===== config.mk =====
export PLATFORM = sky130hd
export DESIGN_NAME = reg_write_demux_flat
export DESIGN_NICKNAME = d
export VERILOG_FILES = /design/src/rtl/reg_write_demux_pkg.sv /design/src/rtl/reg_write_demux_if.sv /design/src/rtl/reg_write_demux_reg_bank4.sv /design/src/rtl/reg_write_demux.sv /design/src/flat_wrapper.sv
export SDC_FILE = /design/constraint.sdc
export NUM_CORES = 1
export LEC_CHECK = 0
export ABC_CLOCK_PERIOD_IN_PS = 2100
export BUFFER_PORTS_ARGS = -buffer_cell sky130_fd_sc_hd__buf_4
export CORE_MARGIN = 2
export CORE_UTILIZATION = 25
export DETAILED_ROUTE_END_ITERATION = 8
export GPL_ROUTABILITY_DRIVEN = 1
export PLACE_DENSITY = 0.42
export SLEW_MARGIN = 20
export SYNTH_ARGS = -nofsm -noshare
export SYNTH_HDL_FRONTEND = slang
export SYNTH_SLANG_ARGS = --single-unit

===== constraint.sdc =====
create_clock -name clk -period 2.1 [get_ports clk]
set_input_delay 0.42 -clock clk [delete_from_list [all_inputs] [get_ports clk]]
set_output_delay 0.42 -clock clk [all_outputs]
set_load 0.01 [all_outputs]

===== src/rtl/reg_write_demux_pkg.sv =====
// reg_write_demux_pkg
// Shared definitions for the working-register write side:
//   - register-select codes for A/B/C/D
//   - write-FSM state encoding
//   - partner() : the other half of a 16-bit register pair
package reg_write_demux_pkg;

   localparam logic [1:0] REG_A = 2'b11;
   localparam logic [1:0] REG_B = 2'b10;
   localparam logic [1:0] REG_C = 2'b00;
   localparam logic [1:0] REG_D = 2'b01;

   typedef enum logic {
      IDLE = 1'b0,
      HI   = 1'b1
   } state_t;

   // Pairs are A<->B and C<->D, so the partner differs only in bit 0.
   function automatic logic [1:0] partner(input logic [1:0] sel);
      return sel ^ 2'b01;
   endfunction

endpackage


===== src/rtl/reg_write_demux_if.sv =====
// reg_write_demux_if
// Write-beat handshake between the result bus and the register write side.
//   wr_valid : beat offered
//   wr_ready : beat accepted when wr_valid && wr_ready at a rising edge
//   wr_sel   : destination register select
//   wr_data  : 8-bit write data
//   wr_pair  : on a first beat, start a two-beat pair write
// Modports: master drives the beat, slave (the demux) returns wr_ready.
interface reg_write_demux_if;

   logic       wr_valid;
   logic       wr_ready;
   logic [1:0] wr_sel;
   logic [7:0] wr_data;
   logic       wr_pair;

   modport master (
      output wr_valid,
      output wr_sel,
      output wr_data,
      output wr_pair,
      input  wr_ready
   );

   modport slave (
      input  wr_valid,
      input  wr_sel,
      input  wr_data,
      input  wr_pair,
      output wr_ready
   );

endinterface


===== src/rtl/reg_write_demux_reg_bank4.sv =====
// reg_bank4
// Four 8-bit working registers with a single write port and a 4:1 read mux.
//   clk, rst        : clock, synchronous active-high reset (clears to 8'h00)
//   we, wsel, wdata : write enable, destination select, write data
//   a_q..d_q        : registered contents of A/B/C/D
//   rd_sel, rd_q    : read select and selected register contents
module reg_bank4
   import reg_write_demux_pkg::*;
(
   input  logic       clk,
   input  logic       rst,
   input  logic       we,
   input  logic [1:0] wsel,
   input  logic [7:0] wdata,
   output logic [7:0] a_q,
   output logic [7:0] b_q,
   output logic [7:0] c_q,
   output logic [7:0] d_q,
   input  logic [1:0] rd_sel,
   output logic [7:0] rd_q
);

   always_ff @(posedge clk) begin
      if (rst) begin
         a_q <= '0;
         b_q <= '0;
         c_q <= '0;
         d_q <= '0;
      end else if (we) begin
         case (wsel)
            REG_A:   a_q <= wdata;
            REG_B:   b_q <= wdata;
            REG_C:   c_q <= wdata;
            default: d_q <= wdata;
         endcase
      end
   end

   always_comb begin
      case (rd_sel)
         REG_A:   rd_q = a_q;
         REG_B:   rd_q = b_q;
         REG_C:   rd_q = c_q;
         default: rd_q = d_q;
      endcase
   end

endmodule


===== src/rtl/reg_write_demux.sv =====
// reg_write_demux
// Write side of the 4x8-bit working-register set (A, B, C, D).
// Steers write beats into one register; a beat with wr_pair set starts a
// 16-bit pair write whose second beat goes to the partner register.  An
// unfinished pair is abandoned after PAIR_TIMEOUT idle cycles in HI (the
// first-beat write is kept).
// Ports:
//   clk, rst     : clock, synchronous active-high reset
//   wr           : write handshake (reg_write_demux_if.slave)
//   a_q..d_q     : registered register contents
//   rd_sel       : read select, rd_data : selected register
//   busy         : high while waiting for the second beat of a pair
//   pair_abort   : one-cycle pulse after a pair times out
// Build option: REG_WB_FWD_EN enables same-cycle forwarding of an accepted
// beat's data onto rd_data when its destination matches rd_sel.
module reg_write_demux
   import reg_write_demux_pkg::*;
#(
   parameter int unsigned PAIR_TIMEOUT = 15
) (
   input  logic              clk,
   input  logic              rst,
   reg_write_demux_if.slave  wr,
   output logic [7:0]        a_q,
   output logic [7:0]        b_q,
   output logic [7:0]        c_q,
   output logic [7:0]        d_q,
   input  logic [1:0]        rd_sel,
   output logic [7:0]        rd_data,
   output logic              busy,
   output logic              pair_abort
);

   state_t     state;
   logic [7:0] timer;
   logic [1:0] partner_sel;
   logic       accept;
   logic [1:0] dest;
   logic [7:0] rd_q;

   // Both states accept beats; only reset withholds ready.
   assign wr.wr_ready = ~rst;
   assign accept      = wr.wr_valid & wr.wr_ready;
   assign dest        = (state == HI) ? partner_sel : wr.wr_sel;

   reg_bank4 u_bank (
      .clk    (clk),
      .rst    (rst),
      .we     (accept),
      .wsel   (dest),
      .wdata  (wr.wr_data),
      .a_q    (a_q),
      .b_q    (b_q),
      .c_q    (c_q),
      .d_q    (d_q),
      .rd_sel (rd_sel),
      .rd_q   (rd_q)
   );

   always_ff @(posedge clk) begin
      if (rst) begin
         state       <= IDLE;
         timer       <= '0;
         partner_sel <= '0;
         busy        <= 1'b0;
         pair_abort  <= 1'b0;
      end else begin
         pair_abort <= 1'b0;
         case (state)
            IDLE: begin
               if (accept && wr.wr_pair) begin
                  partner_sel <= partner(wr.wr_sel);
                  timer       <= '0;
                  state       <= HI;
                  busy        <= 1'b1;
               end
            end
            HI: begin
               // A beat in the cycle the timer sits at the limit still wins.
               if (accept) begin
                  state <= IDLE;
                  busy  <= 1'b0;
               end else if (timer == 8'(PAIR_TIMEOUT)) begin
                  state      <= IDLE;
                  busy       <= 1'b0;
                  pair_abort <= 1'b1;
               end else if (timer != '1) begin
                  timer <= timer + 8'd1;
               end
            end
            default: begin
               state <= IDLE;
               busy  <= 1'b0;
            end
         endcase
      end
   end

`ifdef REG_WB_FWD_EN
   always_comb begin
      rd_data = rd_q;
      if (accept && (dest == rd_sel))
         rd_data = wr.wr_data;
   end
`else
   assign rd_data = rd_q;
`endif

endmodule


===== src/flat_wrapper.sv =====
// flat-port wrapper written by rule: the top's interface ports become plain ports
module reg_write_demux_flat import reg_write_demux_pkg::*;
#(
   parameter int unsigned PAIR_TIMEOUT = 15
)
  (clk, rst, a_q, b_q, c_q, d_q, rd_sel, rd_data, busy, pair_abort, wr_wr_valid, wr_wr_sel, wr_wr_data, wr_wr_pair, wr_wr_ready);
  reg_write_demux_if wr_i ();
  input  logic clk;
  input  logic rst;
  output logic [7:0] a_q;
  output logic [7:0] b_q;
  output logic [7:0] c_q;
  output logic [7:0] d_q;
  input  logic [1:0] rd_sel;
  output logic [7:0] rd_data;
  output logic busy;
  output logic pair_abort;
  input wire logic [$bits(wr_i.wr_valid)-1:0] wr_wr_valid;
  input wire logic [$bits(wr_i.wr_sel)-1:0] wr_wr_sel;
  input wire logic [$bits(wr_i.wr_data)-1:0] wr_wr_data;
  input wire logic [$bits(wr_i.wr_pair)-1:0] wr_wr_pair;
  output wire logic [$bits(wr_i.wr_ready)-1:0] wr_wr_ready;
  assign wr_i.wr_valid = wr_wr_valid;
  assign wr_i.wr_sel = wr_wr_sel;
  assign wr_i.wr_data = wr_wr_data;
  assign wr_i.wr_pair = wr_wr_pair;
  assign wr_wr_ready = wr_i.wr_ready;
  reg_write_demux #(.PAIR_TIMEOUT(PAIR_TIMEOUT)) u_core (.clk(clk), .rst(rst), .wr(wr_i), .a_q(a_q), .b_q(b_q), .c_q(c_q), .d_q(d_q), .rd_sel(rd_sel), .rd_data(rd_data), .busy(busy), .pair_abort(pair_abort));
endmodule

==> impl_metrics.yaml <==
logic_synthesis:
  ys_ff_latch: 45
  synth_top_area_cell: "dfxtp_1"
  yosysSeqAreaShare_pct: 42.7
  yosysWarnings: 0
  netlist_area_um2: 2110
  synth_edf_count: 0
  synthTopCellsByArea: "dfxtp_1 43%, mux2i_1 16%, mux4_2 8.5%"
  postSynthCellCount: 207
  yosys-top-cells-count: "45 x dfxtp_1, 38 x nor2_1, 33 x mux2i_1"
  synth.distinct_cells: 41
  syn-num-nets: 224
  async_reset_ff_share_pct: 0
  synth_top_cell_area_share_pct: 42.7
  yosysMostFrequentCell: "dfxtp_1"
  avgSynthCellArea_um2: 10.2
  synth_ff_type: "dfxtp_1"
setup_path:
  path_cells: "or4_4 -> a211oi_4 -> nor2_1 -> a211oi_2"
  crit_family: "simple AND/OR/NAND/NOR gates"
  required_ps: 2320
  path_class: "reg2reg"
  cp.buffers_inverters: 0
  crit_slowest_cell: "or4_4"
  cp_data_arrival_time_ps: 1960
  path_max_fanout: 8
  cp_slowest_stage_delay_ps: 580
  worst_setup_path_start_kind: "flip-flop"
  worstSetupEndpointType: "flip-flop"
route:
  wl_um: 5760
  dr.first_iter.drc_count: 69
  vias_per_cell: 4.85
  drc: 0
  drtAntennaViolNets: 0
  vias: 1793
  wire_per_inst_um: 15.6
  drt_first_pass_iters: 4
sta:
  setup_ws_ps: 365
  fin_skew_ps: 7.52
  hold_ws_ps: 333
  max_clock_freq_mhz: 576
  hold_viol: 0
  min_period_over_period_pct: 82.6
  rsz0062_at_grt: "false"
  slew_headroom_pct: 65.2
  finalSetupViolCount: 0
  min_period_ps: 1730
  drv_slew: 0
  finalSetupTns_ps: 0
  worst_pin_slew_ps: 522
clocking:
  cts_tree: "done"
  clkSinkCount: 45
  holdBufCountCts: 0
  ctsResizeCount: 0
  post_cts_buffers: 0
  clockBufferDepth: 2
  cts_root_buf: "clkbuf_8"
  path_clk_slew_ps: 90
  h-tree-depth: 2
  clk-insertion-delay-late_ps: 300
  numCtsBuffers: 5
placement:
  dpl_worst_slack_ps: 318
  placed_area_um2: 2650
  numPortBuffers: 58
  gp_congestion: 0.777
  dp_hpwl_um: 4050
  placed_cells: 362
grt:
  grt_overflow_total: 0
  grt_max_degree: 45
  grt_usage_pct: 13.1
  antenna_found_initial: 0
  grt_util_met3_pct: 3.21
  grt_pass1_vias: 1713
  use_met2_pct: 18.6
  grt_first_pass_wirelength_um: 9160
  grtUsageMet1_pct: 19.3
  grt_busiest_layer: "met1"
cells_and_area:
  post-route-util_pct: 33.9
  area_delta_synth_final_pct: 31.4
  fin_nets: 281
  antenna_cells: 0
  finish.cell_count_without_fillers: 370
  final_area_um2: 2770
  layout-drive-gt1-share_pct: 33.2
die:
  io_pins: 59
  initial_core_util_pct: 25.8
  fp.dieH_um: 95.8
  dieArea_um2: 9180
  die_x_um: 95.8
  coreArea_um2: 8180
  rows: 33
power_and_ir_drop:
  p_per_area_nw_per_um2: 648
  p_leak_nw: 1.17
  seqPwrFrac_pct: 49.8
  power_frac_clock_pct: 39.1
  pwr-share-comb_pct: 11.1
  p_int_mw: 1.35
  p_switching_mw: 0.442
  irDropWorstVdd_mv: 0.263
  power_mw: 1.80
  swShare_pct: 24.6
flow_run:
  drv_cap: 0
status:
  status: "complete, no violations"
min_path:
  min_path_type: "in2reg"
## power groups by stage
| stage | sequential, mW | combinational (mW) | clock, mW |
|---|---|---|---|
| after floorplan | 0.913 | 0.107 | 0 |
| after global placement | 0.914 | 0.203 | 0 |
| after detailed placement | 0.913 | 0.202 | 0 |
| after CTS | 0.894 | 0.203 | 0.723 |
| after global routing | 0.898 | 0.220 | 0.758 |
| final | 0.894 | 0.200 | 0.702 |
## registers in the layout, summed over array words and instances (netlist names)
| signal | count |
|---|---|
| u_core.state | 1 |
| u_core.u_bank.a_q | 8 |
| u_core.u_bank.c_q | 8 |
| u_core.timer | 8 |
| u_core.u_bank.d_q | 8 |
| u_core.busy | 1 |
| u_core.partner_sel | 2 |
| u_core.pair_abort | 1 |
| u_core.u_bank.b_q | 8 |
## layout by cell type, fill, tap and decap left out, types with 2 or more instances in the layout
master / Yosys / final
nand3b_1: 3 / 3
o21ai_2: 2 / 2
buf_4: 0 / 62
nor4_1: 2 / 2
and3b_1: 3 / 3
o21ai_0: 2 / 2
dfxtp_1: 45 / 45
nand2b_1: 2 / 2
or3_1: 2 / 2
a21oi_1: 9 / 9
nor3b_1: 2 / 2
a31oi_1: 3 / 3
nand3_1: 7 / 7
mux4_2: 8 / 8
nor2_1: 38 / 38
nor3_1: 3 / 3
nand2_1: 4 / 4
nand4_1: 4 / 4
o21ai_1: 2 / 2
clkbuf_8: 0 / 6
a21oi_4: 2 / 2
inv_1: 2 / 2
mux2i_1: 33 / 33
## routing by layer
metal | vias up | share of wire, %
met4 | 0 | 0.76
met3 | 4 | 5.3
met2 | 45 | 43
met1 | 877 | 51
li1 | 867 | -
met5 | - | 0
## cell families after synthesis
group                      after synthesis  share of synthesized area (%)
muxes                                   41                           24.2
adders and majority gates                1                          0.593
buffers and inverters                   14                           2.97
DFF                                     45                           42.7
AOI/OAI and AO/OA                       29                           10.9
and+or+nand+nor                         77                           18.6
## worst paths after layout
kind / startpoint / slack, ps / end / cells past startpoint
max: u_core.timer[4] / 370 / u_core.timer[6] / 4
min: wr_wr_sel[0] / 330 / u_core.partner_sel[0] / 2
max reg2reg: u_core.timer[4] / 370 / u_core.timer[6] / 4
min reg2reg: u_core.busy / 480 / u_core.busy / 2
## area by class of cell
class                      count  area (µm²)
fill                         836        5410
clock buffer                   6        82.6
tap                          105         131
sequential                    45         901
clock inverter                 2        37.5
timing repair buffer          62         465
inverter                       2        7.51
multi-input combinational    148        1140
Note: power is estimated with default switching activity, not from simulation.
